--- src/rtl/i2c_rx_regfile.sv ---
// Write-only I2C slave byte decoder with an auto-incrementing register file.
// Optional write-protect lock on regs[0] bit 0 is enabled by I2C_RX_REGFILE_WP_EN.

module i2c_rx_regfile_chk (
   input logic clk,
   input logic rst,
   input logic data_rdy,
   input logic ack_en,
   input logic ack
);

   // ack is registered, so a low ack must trace back to a low data_rdy one edge earlier
   ack_only_in_window: assert property (@(posedge clk) disable iff (rst)
      !ack |-> $past(!data_rdy));

   ack_in_receiver_window: cover property (@(posedge clk) disable iff (rst)
      !ack && !ack_en);

endmodule

module i2c_rx_regfile #(
   parameter logic [6:0] DEV_ADDR = 7'h42,
   parameter int         NUM_REGS = 16,
   parameter int         ADDR_W   = $clog2(NUM_REGS)
) (
   input  logic              clk,
   input  logic              rst,
   input  logic [7:0]        data,
   input  logic              data_rdy,
   input  logic              ack_en,
   output logic              ack,
   input  logic              bus_stop,
   output logic              wr_valid,
   output logic [ADDR_W-1:0] wr_addr,
   output logic [7:0]        wr_data,
   input  logic [ADDR_W-1:0] rd_addr,
   output logic [7:0]        rd_data
);

   typedef enum logic [1:0] {
      S_ADDR   = 2'd0,
      S_PTR    = 2'd1,
      S_DATA   = 2'd2,
      S_IGNORE = 2'd3
   } state_t;

   localparam logic [8:0]        NUM_REGS_B = 9'(NUM_REGS);
   localparam logic [ADDR_W:0]   NUM_REGS_A = (ADDR_W+1)'(NUM_REGS);
   localparam logic [ADDR_W-1:0] LAST_PTR   = ADDR_W'(NUM_REGS - 1);
   localparam logic [ADDR_W-1:0] PTR_ZERO   = {ADDR_W{1'b0}};

   state_t            state_q, state_d;
   logic [ADDR_W-1:0] ptr_q, ptr_d;
   logic [7:0]        regs_q [NUM_REGS];
   logic              ack_q;
   logic              data_rdy_q;
   logic              wr_valid_q;
   logic [ADDR_W-1:0] wr_addr_q;
   logic [7:0]        wr_data_q;
   logic              byte_evt_s;
   logic              accept_s;
   logic              commit_s;
   logic              wp_block_s;

   assign byte_evt_s = data_rdy_q & ~data_rdy;

`ifdef I2C_RX_REGFILE_WP_EN
   assign wp_block_s = regs_q[0][0] & (ptr_q != PTR_ZERO);
`else
   assign wp_block_s = 1'b0;
`endif

   // Decision for the current byte, applied by the register block only on a byte event
   always_comb begin
      state_d  = state_q;
      ptr_d    = ptr_q;
      accept_s = 1'b0;
      commit_s = 1'b0;
      case (state_q)
         S_ADDR: begin
            if ((data[7:1] == DEV_ADDR) && !data[0]) begin
               accept_s = 1'b1;
               state_d  = S_PTR;
            end else begin
               state_d  = S_IGNORE;
            end
         end
         S_PTR: begin
            if ({1'b0, data} < NUM_REGS_B) begin
               accept_s = 1'b1;
               ptr_d    = data[ADDR_W-1:0];
               state_d  = S_DATA;
            end else begin
               state_d  = S_IGNORE;
            end
         end
         S_DATA: begin
            if (!wp_block_s) begin
               accept_s = 1'b1;
               commit_s = 1'b1;
            end else begin
               accept_s = 1'b0;
               commit_s = 1'b0;
            end
            // A locked write still advances the pointer
            ptr_d = (ptr_q == LAST_PTR) ? PTR_ZERO : ptr_q + ADDR_W'(1);
         end
         S_IGNORE: begin
            state_d = S_IGNORE;
         end
         default: begin
            state_d = S_ADDR;
         end
      endcase
   end

   // FSM, ack/write outputs and register file; STOP overrides a coincident byte
   always_ff @(posedge clk) begin
      if (rst) begin
         state_q    <= S_ADDR;
         ptr_q      <= PTR_ZERO;
         ack_q      <= 1'b1;
         data_rdy_q <= 1'b1;
         wr_valid_q <= 1'b0;
         wr_addr_q  <= PTR_ZERO;
         wr_data_q  <= 8'h00;
         for (int i = 0; i < NUM_REGS; i++) begin
            regs_q[i] <= 8'h00;
         end
      end else begin
         data_rdy_q <= data_rdy;
         wr_valid_q <= 1'b0;
         if (bus_stop) begin
            state_q <= S_ADDR;
            ack_q   <= 1'b1;
         end else if (byte_evt_s) begin
            state_q <= state_d;
            ptr_q   <= ptr_d;
            ack_q   <= ~accept_s;
            if (commit_s) begin
               regs_q[ptr_q] <= data;
               wr_valid_q    <= 1'b1;
               wr_addr_q     <= ptr_q;
               wr_data_q     <= data;
            end
         end else if (data_rdy) begin
            ack_q <= 1'b1;
         end
      end
   end

   // Combinational read port with out-of-range guard for non-power-of-two sizes
   always_comb begin
      if ({1'b0, rd_addr} < NUM_REGS_A) begin
         rd_data = regs_q[rd_addr];
      end else begin
         rd_data = 8'h00;
      end
   end

   assign ack      = ack_q;
   assign wr_valid = wr_valid_q;
   assign wr_addr  = wr_addr_q;
   assign wr_data  = wr_data_q;

   i2c_rx_regfile_chk u_chk (
      .clk      (clk),
      .rst      (rst),
      .data_rdy (data_rdy),
      .ack_en   (ack_en),
      .ack      (ack)
   );

endmodule

--- config.mk ---
export PLATFORM = sky130hd
export DESIGN_NAME = i2c_rx_regfile
export DESIGN_NICKNAME = d
export VERILOG_FILES = /design/src/rtl/i2c_rx_regfile.sv
export SDC_FILE = /design/constraint.sdc
export NUM_CORES = 1
export LEC_CHECK = 0
export ABC_CLOCK_PERIOD_IN_PS = 2950
export CAP_MARGIN = 15
export CORE_MARGIN = 2
export CORE_UTILIZATION = 54
export DETAILED_ROUTE_END_ITERATION = 8
export PLACE_DENSITY = 0.83
export SKIP_CTS_REPAIR_TIMING = 1
export SLEW_MARGIN = 20
export SYNTH_ARGS = -nofsm -noshare
export SYNTH_HDL_FRONTEND = slang
export SYNTH_SLANG_ARGS = --single-unit
export TNS_END_PERCENT = 5
--- constraint.sdc ---
create_clock -name clk -period 2.95 [get_ports clk]
set_clock_uncertainty 0.2 [all_clocks]
set_input_delay 0.885 -clock clk [delete_from_list [all_inputs] [get_ports clk]]
set_output_delay 0.885 -clock clk [all_outputs]
set_load 0.05 [all_outputs]
==> impl_metrics.json, run 1 <==
{
  "fmax_mhz": 305.3,
  "holdWs_ns": 0.2697,
  "synth_top_cell_by_area": "edfxtp_1",
  "die_w_um": 115.1,
  "clk_latency_ns": 0.43,
  "synthToLayoutAreaGrowth_pct": 25.17,
  "fillers": 803,
  "critical_path_class": "in2out",
  "yosys-top-cells-count": "134 x nor2_1, 128 x edfxtp_1, 69 x nand2_1",
  "drc": 0,
  "fin_nets": 627,
  "crit_chain": "buf_12 > clkbuf_16 > mux4_2 > a22oi_2 > nand2_4 > buf_8",
  "irDropWorstVdd_v": 0.0003609,
  "post_drt_wl_per_cell_um": 21.38,
  "grt_pass1_wl_mm": 24.36,
  "first_global_vias": 4555,
  "synthCells": 525,
  "drtPass1Iterations": 6,
  "worst_slew_pin_slew_ns": 0.5862,
  "slew_viol_final": 0,
  "ys_top_cells_by_area": "edfxtp_1 58%, mux4_2 11%, nor2_1 7.6%",
  "pwr-share-comb_pct": 9.2,
  "violations": "negative setup slack",
  "slew_headroom_pct": 60.84,
  "leakage_nw": 2.870,
  "cpPeakStageDelay_ns": 0.56,
  "initial_core_util_pct": 55.45,
  "drive_above_1_share_pct": 26.34,
  "ant_nets": 0,
  "final_util_pct": 69.41,
  "critPathSlowestCell": "mux4_2",
  "ys_seq_area_share_pct": 64.02,
  "cts_num_sinks": 149,
  "ys_warn_count": 0,
  "drt_iter0_markers": 514,
  "pwr-share-clk_pct": 42.6,
  "routabilityCongestion": 0.8355,
  "clk_pin_slew_ns": 0.06,
  "syn-cell-area_um2": 6660,
  "cp.required_ns": 1.87,
  "synth_edf_count": 128,
  "avgSynthCellArea_um2": 12.69,
  "core-area_um2": 12010,
  "startpoint_type": "input port",
  "root_buffer": "clkbuf_16",
  "fp-row-count": 40,
  "regArea_um2": 4264,
  "timing.setup.tns_ns": -2.485,
  "grt-ovfl-total": 0,
  "finalHoldViolCount": 0,
  "fin_ws_ns": -0.3260,
  "clock_path_buffers": 2,
  "seq_power_share_pct": 48.2,
  "ys_ff_latch": 149,
  "dpl.hpwl_mm": 10.54,
  "yosysUniqueCellTypes": 42,
  "vias": 4596,
  "outcome": "finished, violations left",
  "die-area_um2": 13240,
  "crit_path_end_kind": "output pin",
  "swShare_pct": 21.92,
  "switching_power_mw": 1.078,
  "power.density_nw_per_um2": 589.8,
  "cts_buffers": 17,
  "synth_nets": 550,
  "port_buffers": 37,
  "internal-power_mw": 3.839,
  "synth_top_area_share_pct": 57.71,
  "die_y_um": 115.1,
  "min_period_over_period_pct": 111.1,
  "cap_violations": 0,
  "multi_input_area_um2": 2377,
  "min_period_ns": 3.276,
  "antenna_found_initial": 0,
  "cts_tree": "built",
  "hold_class": "reg2reg",
  "async_flop_share_pct": 0,
  "routed_wl_mm": 16.29,
  "diodes": 0,
  "yosysMostFrequentCell": "nor2_1",
  "grt_max_degree": 24,
  "htree_levels": 4,
  "track_usage_pct": 25.61,
  "crit_fanout": 8,
  "synth_ff_type": "edfxtp_1",
  "arrival_ns": 2.19,
  "num_io_pins": 39,
  "setup_violations": 8,
  "viasPerCell": 6.031,
  "rsz0062_at_grt": "yes"
}
==> metal layers <==
| layer | track usage, % | part of all wire [%] |
|---|---|---|
| met5 | 0 | 0 |
| met3 | 6.431 | 10 |
| met1 | 33.74 | 38 |
| met2 | 41.69 | 50 |
| met4 | 9.478 | 2.4 |
==> placed cells by master (no fill, tap or decap), drive strengths merged, types with 3 or more instances in the layout <==
master	synthesis	final
buf	21	61
mux4	32	32
clkinvlp	0	3
inv	7	7
nor2	135	135
a22oi	16	16
clkbuf	13	27
clkinv	0	4
edfxtp	128	128
ha	8	8
clkdlybuf4s50	0	25
a211oi	3	3
o31ai	4	4
a21oi	15	15
nor2b	9	9
o21ai	16	16
nand2	72	72
dfxtp	21	21
==> worst max-delay path, delay by kind of cell <==
family                 cells  cell delay, ns
muxes                      1            0.56
and+or+nand+nor            1            0.06
buffers and inverters      3            0.44
AOI/OAI and AO/OA          1            0.23
==> state kept, by name, indices dropped and copies added, names as in the netlist <==
signal and cells:
ptr_q 4, regs_q 128, data_rdy_q 1, ack 1
state_q 2, wr_addr 4, wr_data 8, wr_valid 1
==> per-stage QoR <==
step           total power [mW]  instances  setup WS (ns)  instance area, um^2
2_1_floorplan             2.671        525        -0.1103                 6850
3_3_place_gp              2.815        726        -0.6701                 7592
3_5_place_dp              2.828        726        -0.7501                 7592
4_1_cts                   4.907        758        -0.7547                 8172
5_1_grt                   5.046        762        -0.3582                 8337
6_report                  4.917        762        -0.3260                 8337
==> cell type report <==
| type | count | area share, % |
|---|---|---|
| Clock buffer | 23 | 5.733 |
| Multi-Input combinational cell | 335 | 28.52 |
| Clock inverter | 9 | 1.216 |
| Inverter | 7 | 0.3152 |
| Timing Repair Buffer | 92 | 10.87 |
| Tap cell | 147 | 2.206 |
| Sequential cell | 149 | 51.15 |
==> power groups by stage <==
stage,clock [mW],sequential [mW],combinational [mW]
2_1_floorplan,0,2.41,0.265
3_3_place_gp,0,2.40,0.411
4_1_cts,2.12,2.37,0.420
5_1_grt,2.20,2.37,0.476
6_report,2.10,2.37,0.454
3_5_place_dp,0,2.41,0.417
==> worst paths after layout <==
path              start            to  slack (ns)  cells after the start
max          rd_addr[0]    rd_data[1]       -0.33                      6
min          wr_addr[1]    wr_addr[1]        0.27                      2
max reg2reg  state_q[0]  regs_q[0][5]        0.43                      7
min reg2reg  wr_addr[1]    wr_addr[1]        0.27                      2
==> cell families after synthesis <==
logic type	share of synthesized area (%)
mux	10.82
flops	64.02
buf+inv	2.762
simple gates	14.88
compound gates	6.012
fa+ha+maj	1.503
No activity file was read; power rests on OpenSTA's default activity.
==> inputs of run 2 (changes only) <==
--- a/config.mk
+++ b/config.mk
@@ -10,7 +10,7 @@
 export CORE_MARGIN = 2
 export CORE_UTILIZATION = 54
 export DETAILED_ROUTE_END_ITERATION = 8
-export PLACE_DENSITY = 0.83
+export PLACE_DENSITY = 0.76
 export SKIP_CTS_REPAIR_TIMING = 1
 export SLEW_MARGIN = 20
 export SYNTH_ARGS = -nofsm -noshare
==> run 2 against run 1 <==
  * The flow still finishes with violations (negative setup slack)
  * Clock power up 4%
  * Critical path depth did not move
  * Fmax about the same
  * Setup slack better by 0.0012 ns
  * Via count fell by 1.3%
  * Sequential power about the same
  * Non-clock buffer count decreased by 1
  * Register-to-register slack about the same
  * Worst hold slack worse by 0.0085 ns
==> impl_metrics.json, run 2 (synthesized netlist as in run 1, its figures left out) <==
{
  "dpl.hpwl_mm": 10.69,
  "die_w_um": 115.1,
  "first_global_vias": 4610,
  "violations": "negative setup slack",
  "drt_iter0_markers": 494,
  "min_period_over_period_pct": 111.0,
  "vias": 4537,
  "crit_fanout": 8,
  "slew_headroom_pct": 59.11,
  "holdWs_ns": 0.2612,
  "leakage_nw": 2.870,
  "drtPass1Iterations": 5,
  "grt_pass1_wl_mm": 25.05,
  "fmax_mhz": 305.4,
  "cts_buffers": 17,
  "worst_slew_pin_slew_ns": 0.6121,
  "grt-ovfl-total": 0,
  "cts_num_sinks": 149,
  "clk_latency_ns": 0.42,
  "startpoint_type": "input port",
  "pre_cts_ws_ns": -0.8144,
  "slew_viol_final": 0,
  "stdcell_count": 760,
  "clk_pin_slew_ns": 0.06,
  "arrival_ns": 2.19,
  "die_y_um": 115.1,
  "htree_levels": 4,
  "die-area_um2": 13240,
  "setup_violations": 8,
  "min_period_ns": 3.275,
  "fp-row-count": 40,
  "routed_wl_mm": 16.75,
  "ant_nets": 0,
  "placed_cells": 725,
  "outcome": "finished, violations left",
  "clock_path_buffers": 2,
  "ff2ff_path_depth": 7,
  "fin_nets": 626,
  "layout_common_cells": "133 x nor2_1, 128 x edfxtp_1, 61 x nand2_1, 51 x buf_4, 32 x mux4_2",
  "timing.setup.tns_ns": -2.482,
  "regMostFlops": "regs_q",
  "track_usage_pct": 26.54,
  "diodes": 0,
  "crit_path_end_kind": "output pin",
  "power.density_nw_per_um2": 601.1,
  "design_area_um2": 8335,
  "antenna_found_initial": 0,
  "finalHoldViolCount": 0,
  "drive_above_1_share_pct": 25.77,
  "port_buffers": 37,
  "dpl-instance-area_um2": 7572,
  "rsz0062_at_grt": "yes",
  "routabilityCongestion": 0.7784,
  "num_io_pins": 39,
  "cts_tree": "built",
  "irDropWorstVdd_v": 0.0004260,
  "grt_max_degree": 33,
  "initial_core_util_pct": 55.45,
  "layout_commonest_cell": "nor2_1",
  "drc": 0,
  "post_drt_wl_per_cell_um": 22.04,
  "final_util_pct": 69.40,
  "fin_ws_ns": -0.3248,
  "largest_reg_flops": 128,
  "p_total_mw": 5.010,
  "hold_class": "reg2reg",
  "cp.required_ns": 1.87,
  "whs_path_depth": 2,
  "root_buffer": "clkbuf_16",
  "cap_violations": 0,
  "viasPerCell": 5.970,
  "core-area_um2": 12010,
  "synthToLayoutAreaGrowth_pct": 25.15,
  "critical_path_class": "in2out"
}
==> run 2: final timing paths <==
path         startpoint            to  slack, ns
min          wr_data[7]    wr_data[7]       0.26
max reg2reg  state_q[0]  regs_q[2][3]       0.44
max          rd_addr[0]    rd_data[2]      -0.32
min reg2reg  wr_data[7]    wr_data[7]       0.26
==> run 2: per-layer routing <==
| layer | vias up | share of wire (%) | global-route usage, % |
|---|---|---|---|
| li1 | 2055 | - | - |
| met3 | 27 | 10 | 7.696 |
| met1 | 2212 | 38 | 35.81 |
| met5 | - | 0 | 0 |
| met2 | 243 | 49 | 41.14 |
| met4 | 0 | 2.4 | 10.68 |
==> run 2: power breakdown <==
| part | switching (mW) | total (mW) | leakage, nW | internal, mW |
|---|---|---|---|---|
| Sequential | 0.0246 | 2.37 | 1.49 | 2.34 |
| Clock | 0.800 | 2.19 | 0.283 | 1.39 |
| Combinational | 0.262 | 0.452 | 1.10 | 0.190 |
==> run 2: worst max-delay path, stage by stage <==
cell and delay, ns:
buf_12 0.12, buf_12 0.14, mux4_2 0.54, a22oi_2 0.25
nand2_4 0.06, buf_4 0.19
==> run 2: layout make-up <==
type | count | area [um^2]
flip-flops and latches | 149 | 4264
well taps | 147 | 183.9
fillers | 834 | 3676
clock buffers | 18 | 429.2
inverters | 7 | 26.28
multi-input cells | 335 | 2377
clock inverters | 13 | 163.9
repair buffers | 91 | 890.9
==> inputs of run 3 (changes only) <==
--- a/config.mk
+++ b/config.mk
@@ -6,8 +6,7 @@
 export NUM_CORES = 1
 export LEC_CHECK = 0
 export ABC_CLOCK_PERIOD_IN_PS = 2950
-export CAP_MARGIN = 15
-export CORE_MARGIN = 2
+export CAP_MARGIN = 20
 export CORE_UTILIZATION = 54
 export DETAILED_ROUTE_END_ITERATION = 8
 export PLACE_DENSITY = 0.76
==> run 3 against run 2 <==
  * The flow still finishes with violations (negative setup slack)
  * Global-route usage rose by 1.1 points
  * Core utilization rose by 0.47 points
  * Clock power barely moved
  * Sequential power barely moved
  * Sequential share of layout area fell by 0.34 points
  * Worst hold slack improved by 0.0038 ns
  * Non-clock buffer count rose by 7
  * Count of clock-buffer cells in the layout fell by 1
  * Die area fell by 3.4%
  * Largest cell class unchanged
==> impl_metrics.json, run 3 (synthesized netlist as in run 1, its figures left out) <==
{
  "die_w_um": 113.1,
  "grt-ovfl-total": 0,
  "worst_slew_pin_slew_ns": 0.5973,
  "leakage_nw": 2.910,
  "fmax_mhz": 305.6,
  "num_io_pins": 39,
  "first_global_vias": 4757,
  "grt_pass1_wl_mm": 25.19,
  "clk_latency_ns": 0.43,
  "cts_tree": "built",
  "fin_nets": 633,
  "diodes": 0,
  "critical_path_class": "in2out",
  "power.density_nw_per_um2": 601.2,
  "post_drt_wl_per_cell_um": 21.46,
  "min_period_over_period_pct": 110.9,
  "fin_ws_ns": -0.3220,
  "critPathSlowestCell": "mux4_2",
  "vias": 4676,
  "layout_commonest_cell": "nor2_1",
  "ant_nets": 0,
  "htree_levels": 4,
  "setup_violations": 8,
  "initial_core_util_pct": 55.45,
  "synthToLayoutAreaGrowth_pct": 26.00,
  "clock_path_buffers": 2,
  "min_period_ns": 3.272,
  "cap_violations": 0,
  "die-area_um2": 12780,
  "track_usage_pct": 27.59,
  "slew_viol_final": 0,
  "cp.required_ns": 1.87,
  "arrival_ns": 2.19,
  "hold_class": "reg2reg",
  "rsz0062_at_grt": "yes",
  "dpl.hpwl_mm": 10.87,
  "grt_max_degree": 33,
  "fp-row-count": 40,
  "clk_pin_slew_ns": 0.06,
  "cpPeakStageDelay_ns": 0.57,
  "drc": 0,
  "irDropWorstVdd_v": 0.0003972,
  "crit_fanout": 6,
  "routabilityCongestion": 0.7734,
  "finalHoldViolCount": 0,
  "violations": "negative setup slack",
  "startpoint_type": "input port",
  "slew_headroom_pct": 60.10,
  "core-area_um2": 12010,
  "largest_reg_flops": 128,
  "regMostFlops": "regs_q",
  "drt_iter0_markers": 542,
  "routed_wl_mm": 16.48,
  "layout_common_cells": "133 x nor2_1, 128 x edfxtp_1, 61 x nand2_1, 59 x buf_4, 32 x mux4_2",
  "root_buffer": "clkbuf_16",
  "port_buffers": 37,
  "crit_path_end_kind": "output pin",
  "antenna_found_initial": 0,
  "holdWs_ns": 0.2650,
  "cts_buffers": 17,
  "crit_chain": "buf_12 > clkbuf_16 > mux4_2 > a22oi_2 > nand2_4 > buf_4",
  "drtPass1Iterations": 5,
  "viasPerCell": 6.089,
  "outcome": "finished, violations left",
  "drive_above_1_share_pct": 27.05,
  "die_y_um": 113.1,
  "cts_num_sinks": 149,
  "timing.setup.tns_ns": -2.532
}
## run 3: changes by cell type in the layout (fill, tap and decap cells not counted)
cell,delta
clkbuf_2,-1
and2_4,-1
buf_12,-2
clkinv_2,+1
dlymetal6s2s_1,+1
and2_2,+1
clkinvlp_4,+1
buf_4,+8
buf_6,+1
inv_6,+1
clkbuf_1,-1
clkinv_4,+1
clkinv_1,-2
## run 3: worst paths after layout
| path | cells after the start | endpoint | slack [ns] | start |
|---|---|---|---|---|
| min reg2reg | 2 | wr_addr[2] | 0.27 | wr_addr[2] |
| max reg2reg | 7 | regs_q[1][0] | 0.65 | state_q[0] |
| max | 6 | rd_data[3] | -0.32 | rd_addr[0] |
| min | 2 | wr_addr[2] | 0.27 | wr_addr[2] |
## run 3: layer usage
layer	share of wire (%)	up-vias	GRT usage, %
met1	38	2284	33.99
li1	-	2072	-
met5	0	-	0
met4	3.7	0	13.25
met3	9.5	53	7.338
met2	49	267	45.60
## run 3: worst max-delay path: cells and delay by family
family,cells,cell delay [ns]
compound gates,1,0.20
buf+inv,3,0.47
mux,1,0.57
simple gates,1,0.06
## run 3: cell type report
class | instances | area [um^2]
Clock buffer | 17 | 425.4
Clock inverter | 15 | 186.4
Tap cell | 147 | 183.9
Timing Repair Buffer | 98 | 929.6
Fill cell | 827 | 3620
Inverter | 7 | 26.28
Sequential cell | 149 | 4264
Multi-Input combinational cell | 335 | 2376
## run 3: where the power goes
part           internal (mW)  switching (mW)  leakage (nW)  total [mW]
logic                  0.189           0.263          1.13       0.453
registers               2.34          0.0234          1.49        2.37
clock network           1.40           0.823         0.292        2.22
## run 3: through the flow
stage               utilization, %  worst slack [ns]  power, mW  cell area (um^2)  instances
global placement             63.48           -0.6737      2.819              7625        732
CTS                          68.57           -0.7889      5.044              8237        764
global route                 69.86           -0.3532      5.187              8392        768
detailed placement           63.48           -0.7652      2.833              7625        732
floorplan                        -           -0.1103      2.671              6850        525
finish                       69.86           -0.3220      5.045              8392        768
